--- config.mk ---
export PLATFORM = sky130hd
export DESIGN_NAME = mac_chain_ctrl
export DESIGN_NICKNAME = d
export VERILOG_FILES = /design/src/rtl/mac_chain_ctrl.sv
export SDC_FILE = /design/constraint.sdc
export NUM_CORES = 1
export LEC_CHECK = 0
export ABC_AREA = 1
export CORE_AREA = 2 2 608 610
export CTS_CLUSTER_DIAMETER = 120
export DETAILED_ROUTE_END_ITERATION = 12
export DIE_AREA = 0 0 610 612
export HOLD_SLACK_MARGIN = 0.15
export PLACE_DENSITY_LB_ADDON = 0.12
export SYNTH_ARGS = -nofsm -noshare
export SYNTH_HDL_FRONTEND = slang
export SYNTH_SLANG_ARGS = --single-unit
--- constraint.sdc ---
create_clock -name clk -period 2.6 [get_ports clk]
set_input_delay 0.52 -clock clk [delete_from_list [all_inputs] [get_ports clk]]
set_output_delay 0.52 -clock clk [all_outputs]
set_load 0.01 [all_outputs]
--- src/rtl/mac_chain_ctrl.sv ---
// mac_chain_ctrl: CBC-style sequencer for the combinational macgen datapath.
// Optional length-padding cycle enabled by defining MAC_LEN_PAD_EN.
module mac_chain_ctrl #(
  parameter int N     = 256,
  parameter int LEN_W = 16
) (
  input  logic             clk,
  input  logic             rst_n,
  input  logic             start,
  input  logic [LEN_W-1:0] msg_len,
  input  logic [N-1:0]     key,
  input  logic             abort,
  input  logic             chunk_valid,
  input  logic [N-1:0]     chunk_data,
  output logic             chunk_ready,
  output logic             mg_enable,
  output logic [N-1:0]     mg_key,
  output logic [N-1:0]     mg_data,
  input  logic [N-1:0]     mg_mac,
  output logic [N-1:0]     mac_out,
  output logic             mac_valid,
  input  logic             mac_ack,
  output logic             busy
);

  localparam logic [1:0] S_IDLE = 2'd0;
  localparam logic [1:0] S_RUN  = 2'd1;
  localparam logic [1:0] S_DONE = 2'd3;
`ifdef MAC_LEN_PAD_EN
  localparam logic [1:0] S_PAD  = 2'd2;
  // Every message, including an empty one, ends with the length block.
  localparam logic [1:0] S_TAIL = S_PAD;
`else
  localparam logic [1:0] S_TAIL = S_DONE;
`endif

  logic [1:0]       state, state_nxt;
  logic [N-1:0]     acc, acc_nxt;
  logic [N-1:0]     key_q, key_nxt;
  logic [LEN_W-1:0] len_q, len_nxt;
  logic [LEN_W-1:0] cnt, cnt_nxt;
  logic             hs;
  logic             last_chunk;

  assign hs         = (state == S_RUN) && chunk_valid;
  // len_q is never 0 in RUN, so the subtraction cannot wrap.
  assign last_chunk = (cnt == len_q - LEN_W'(1));

  always_comb begin
    // NOTE: every variable gets a default before the case so no latch is inferred.
    state_nxt = state;
    acc_nxt   = acc;
    key_nxt   = key_q;
    len_nxt   = len_q;
    cnt_nxt   = cnt;
    case (state)
      S_IDLE: begin
        if (start) begin
          key_nxt   = key;
          len_nxt   = msg_len;
          acc_nxt   = '0;
          cnt_nxt   = '0;
          state_nxt = (msg_len == '0) ? S_TAIL : S_RUN;
        end
      end
      S_RUN: begin
        if (hs) begin
          acc_nxt = mg_mac;
          cnt_nxt = cnt + LEN_W'(1);
          if (last_chunk) state_nxt = S_TAIL;
        end
      end
`ifdef MAC_LEN_PAD_EN
      S_PAD: begin
        acc_nxt   = mg_mac;
        state_nxt = S_DONE;
      end
`endif
      S_DONE: begin
        if (mac_ack) state_nxt = S_IDLE;
      end
      default: state_nxt = S_IDLE;
    endcase

    // Abort overrides a same-cycle handshake or acknowledge.
    if (abort && (state != S_IDLE)) begin
      state_nxt = S_IDLE;
      acc_nxt   = '0;
      cnt_nxt   = '0;
    end
  end

  // NOTE: sequential state uses non-blocking assignments so all registers update together.
  always_ff @(posedge clk or negedge rst_n) begin
    if (!rst_n) begin
      state <= S_IDLE;
      acc   <= '0;
      key_q <= '0;
      len_q <= '0;
      cnt   <= '0;
    end else begin
      state <= state_nxt;
      acc   <= acc_nxt;
      key_q <= key_nxt;
      len_q <= len_nxt;
      cnt   <= cnt_nxt;
    end
  end

  always_comb begin
    chunk_ready = (state == S_RUN);
    busy        = (state != S_IDLE);
    mac_valid   = (state == S_DONE);
    mac_out     = (state == S_DONE) ? acc : '0;
    mg_key      = key_q;
    mg_enable   = 1'b0;
    mg_data     = '0;
    if (state == S_RUN) begin
      mg_enable = chunk_valid;
      mg_data   = chunk_data ^ acc;
    end
`ifdef MAC_LEN_PAD_EN
    if (state == S_PAD) begin
      mg_enable = 1'b1;
      mg_data   = {{(N-LEN_W){1'b0}}, len_q} ^ acc;
    end
`endif
  end

endmodule
==> key figures <==
Worst setup path
  • CP Capture Type: output port
  • Worst Path Required: 2080 ps
  • Worst Path Arrival: 2720 ps
  • CP Launch Type: flop
  • Largest stage delay, worst path: 680 ps
  • Cell mode on critical path: buf_12
  • CP max-delay cell: clkdlybuf4s50_1
  • Worst path cell trace: buf_4, nand2_4, buf_12, buf_12, nor2_1, clkdlybuf4s50_1
  • Setup Crit Path Kind: flop to output port
  • Max FO, Critical Path: 19

Power
  • Worst VDD drop: 0.553 mV
  • Leakage power: 21.1 nW
  • Power Dens Cells: 1070 nW/um2

Drt
  • Vias: 27500
  • Antenna violation net count after detailed routing: 0
  • DR pass1 iterations: 5
  • Final WL: 243000 um
  • Initial DRC Count: 1188
  • Routed wire per std cell: 25.6 um
  • Vias per inst: 2.90
  • Remaining DRCs: 0

Timing
  • Worst Slack Setup Final: -637 ps
  • Slew Limit Fails: 0
  • Worst-margin pin slew: 575 ps
  • Min cycle time layout: 3240 ps
  • Final Hold Vio Count: 0
  • Final setup violating endpoints: 614
  • Max_slew headroom: 61.7%
  • RSZ-0062 raised after global routing: true
  • WHS: 273 ps
  • Final worst-path cycle share: 124%
  • Clock skew: 96.3 ps
  • Fmax: 0.309 GHz

CTS
  • Clk Latency, worst-skew pair: 850 ps
  • CTS Sinks: 546
  • Total CTS buffers: 95
  • Worst-path clk slew: 60 ps
  • CTS tree: built
  • Clk root buf: clkbuf_16
  • Max Root-Sink Buffers: 4
  • H-tree depth: 3

Synthesis
  • Mapped cell area: 25500 um2
  • Xor and xnor area share after synthesis: 0.712%
  • Main combinational cell family by area after synthesis: compound AO/OA/AOI/OAI gates
  • Yosys warning total: 0
  • Cells after synthesis: 2761
  • Sequential-to-total area share from yosys stat: 53.6%
  • Synth Area in Compound Gates: 16.1%
  • Register bit total from synthesis: 546
  • Syn nets: 3553
  • Mapped Avg Cell Area: 9.22 um2
  • Yosys cell types: 36
  • Post-Synth Simple-Gate Area: 10.5%
  • Mux share of post-synthesis cell area: 11.5%
  • Synth Area in Adders: 0.0983%

GRT
  • Grt ovf: 0
  • Number of global-route vias before repair: 28700
  • First-pass GRT wire length: 306000 um
  • Pin count of the biggest net entering global routing: 82
  • Initial antenna violation count: 147
  • GRT Overall Usage: 12.4%

Run status
  • Outcome: finished with violations
  • Failing checks: setup timing

Floorplanning
  • Site Rows: 223
  • Die height: 612 um
  • DIE AREA: 373000 um2
  • Top Ports: 1562
  • Die X: 610 um
  • Core Box Area: 367000 um2
  • Initial Util: 6.94%

Place
  • PortBufs: 1561
  • Post-Place Worst Slack: -303 ps
  • Gpl congestion: 0.823
  • Post-DP HPWL: 205000 um

Cells and area
  • Nets: 5332
  • Final Util: 14.4%
  • Filler cells: 41700
  • Area Growth Syn to Fin: 107%
  • Share of post-route cells with drive strength above 1: 23.4%

Min path
  • HP Class: input port to flop

Run
  • MaxCap Viol Count: 0
[cell usage in the layout (no fill, tap or decap), types with 101 or more instances in the layout]
cell             count
a21oi_1            214
buf_2              144
buf_4              169
clkbuf_16          101
clkdlybuf4s50_1   1232
dfrtp_1            546
inv_1              297
mux2_2             260
nand2_1            318
nor2_1             307
o21ai_0            204
o21ai_1            239
[what timing repair did]
action                                 CTS  global route
pin swaps                                1             1
setup endpoints to repair              562           556
buffers inserted                        26            48
gates resized for setup                588           655
endpoints found under the hold margin  297             0
hold buffers                            14             0
gates cloned                            12             6
[layer usage]
metal | up-vias | track usage [%] | share of wire (%)
met5 | - | 0 | 0.28
met4 | 104 | 2.28 | 1.9
met3 | 379 | 5.28 | 9.0
met2 | 1025 | 23.8 | 54
met1 | 13100 | 12.5 | 35
li1 | 12800 | - | -
[power breakdown]
group	total [W]	switching (W)	leakage (nW)	internal, W
logic	0.0286	0.0146	12.8	0.0139
registers	0.0152	0.00325	6.92	0.0120
clock network	0.0128	0.00525	1.46	0.00756
total	0.0566	0.0231	21.1	0.0335
[path summary, 6_finish.rpt]
check | slack [ps] | end | cells after the start | from
setup / recovery | -640 | mac_out[79] | 6 | state[1]
setup reg to reg | -170 | acc[52] | 15 | state[0]
min in group asynchronous | 440 | cnt[13] | 3 | rst_n
hold / removal | 270 | acc[224] | 3 | mg_mac[224]
hold reg to reg | 500 | mg_key[122] | 1 | mg_key[122]
max in group asynchronous | 1490 | acc[14] | 4 | rst_n
[sequential cells by signal, summed over array words and instances (netlist names)]
name	count
state	2
acc	256
len_q	16
cnt	16
mg_key	256
[synthesized netlist by cell type, drive strengths merged]
| library cell | n | area [um2] |
|---|---|---|
| nand3b | 1 | 7.51 |
| xor2 | 14 | 123 |
| nor4 | 2 | 18.8 |
| nand2 | 331 | 1270 |
| nand4 | 9 | 56.3 |
| clkinv | 1 | 3.75 |
| o22ai | 2 | 18.8 |
| dfrtp | 546 | 13700 |
| nor2 | 312 | 1180 |
| a22o | 1 | 8.76 |
| clkbuf | 80 | 302 |
| ha | 2 | 25.0 |
| mux2 | 260 | 2930 |
| and2 | 1 | 6.26 |
| a21oi | 273 | 1380 |
| nand3 | 15 | 75.1 |
| buf | 67 | 475 |
| xor3 | 1 | 23.8 |
| inv | 301 | 1130 |
| nor3b | 1 | 12.5 |
| xnor2 | 4 | 35.0 |
| nor3 | 7 | 35.0 |
| o21ai | 530 | 2690 |
[cell families after synthesis]
| kind of cell | count (synthesis) |
|---|---|
| fa+ha+maj | 2 |
| mux | 260 |
| flops | 546 |
| buf+inv | 449 |
| simple gates | 679 |
| compound gates | 806 |
| xor+xnor | 19 |
[metrics by stage]
step	total power (W)	instance area (um2)	instances	setup TNS [ps]
4_1_cts	0.0575	52100	9397	-341790
3_3_place_gp	0.0426	48400	9189	-3140
6_report	0.0566	52800	9473	-214490
5_1_grt	0.0603	52700	9446	-339730
2_1_floorplan	0.0239	25500	2761	0
3_5_place_dp	0.0425	48400	9189	-2990
[final cells by class]
type | count | area, um2 | share of cell area (%)
repair buffers | 1829 | 18300 | 34.7
flip-flops and latches | 546 | 13700 | 25.9
multi-input cells | 1766 | 10500 | 20.0
well taps | 4837 | 6050 | 11.5
clock buffers | 131 | 2640 | 5.00
inverters | 302 | 1140 | 2.16
clock inverters | 31 | 358 | 0.678
diodes | 31 | 77.6 | 0.147
[worst max-delay path, delay by kind of cell (launching register included)]
family / cells / cell delay [ps]
flops: 1 / 390
buf+inv: 4 / 1210
simple gates: 2 / 200
(Power assumes the default switching activity.)
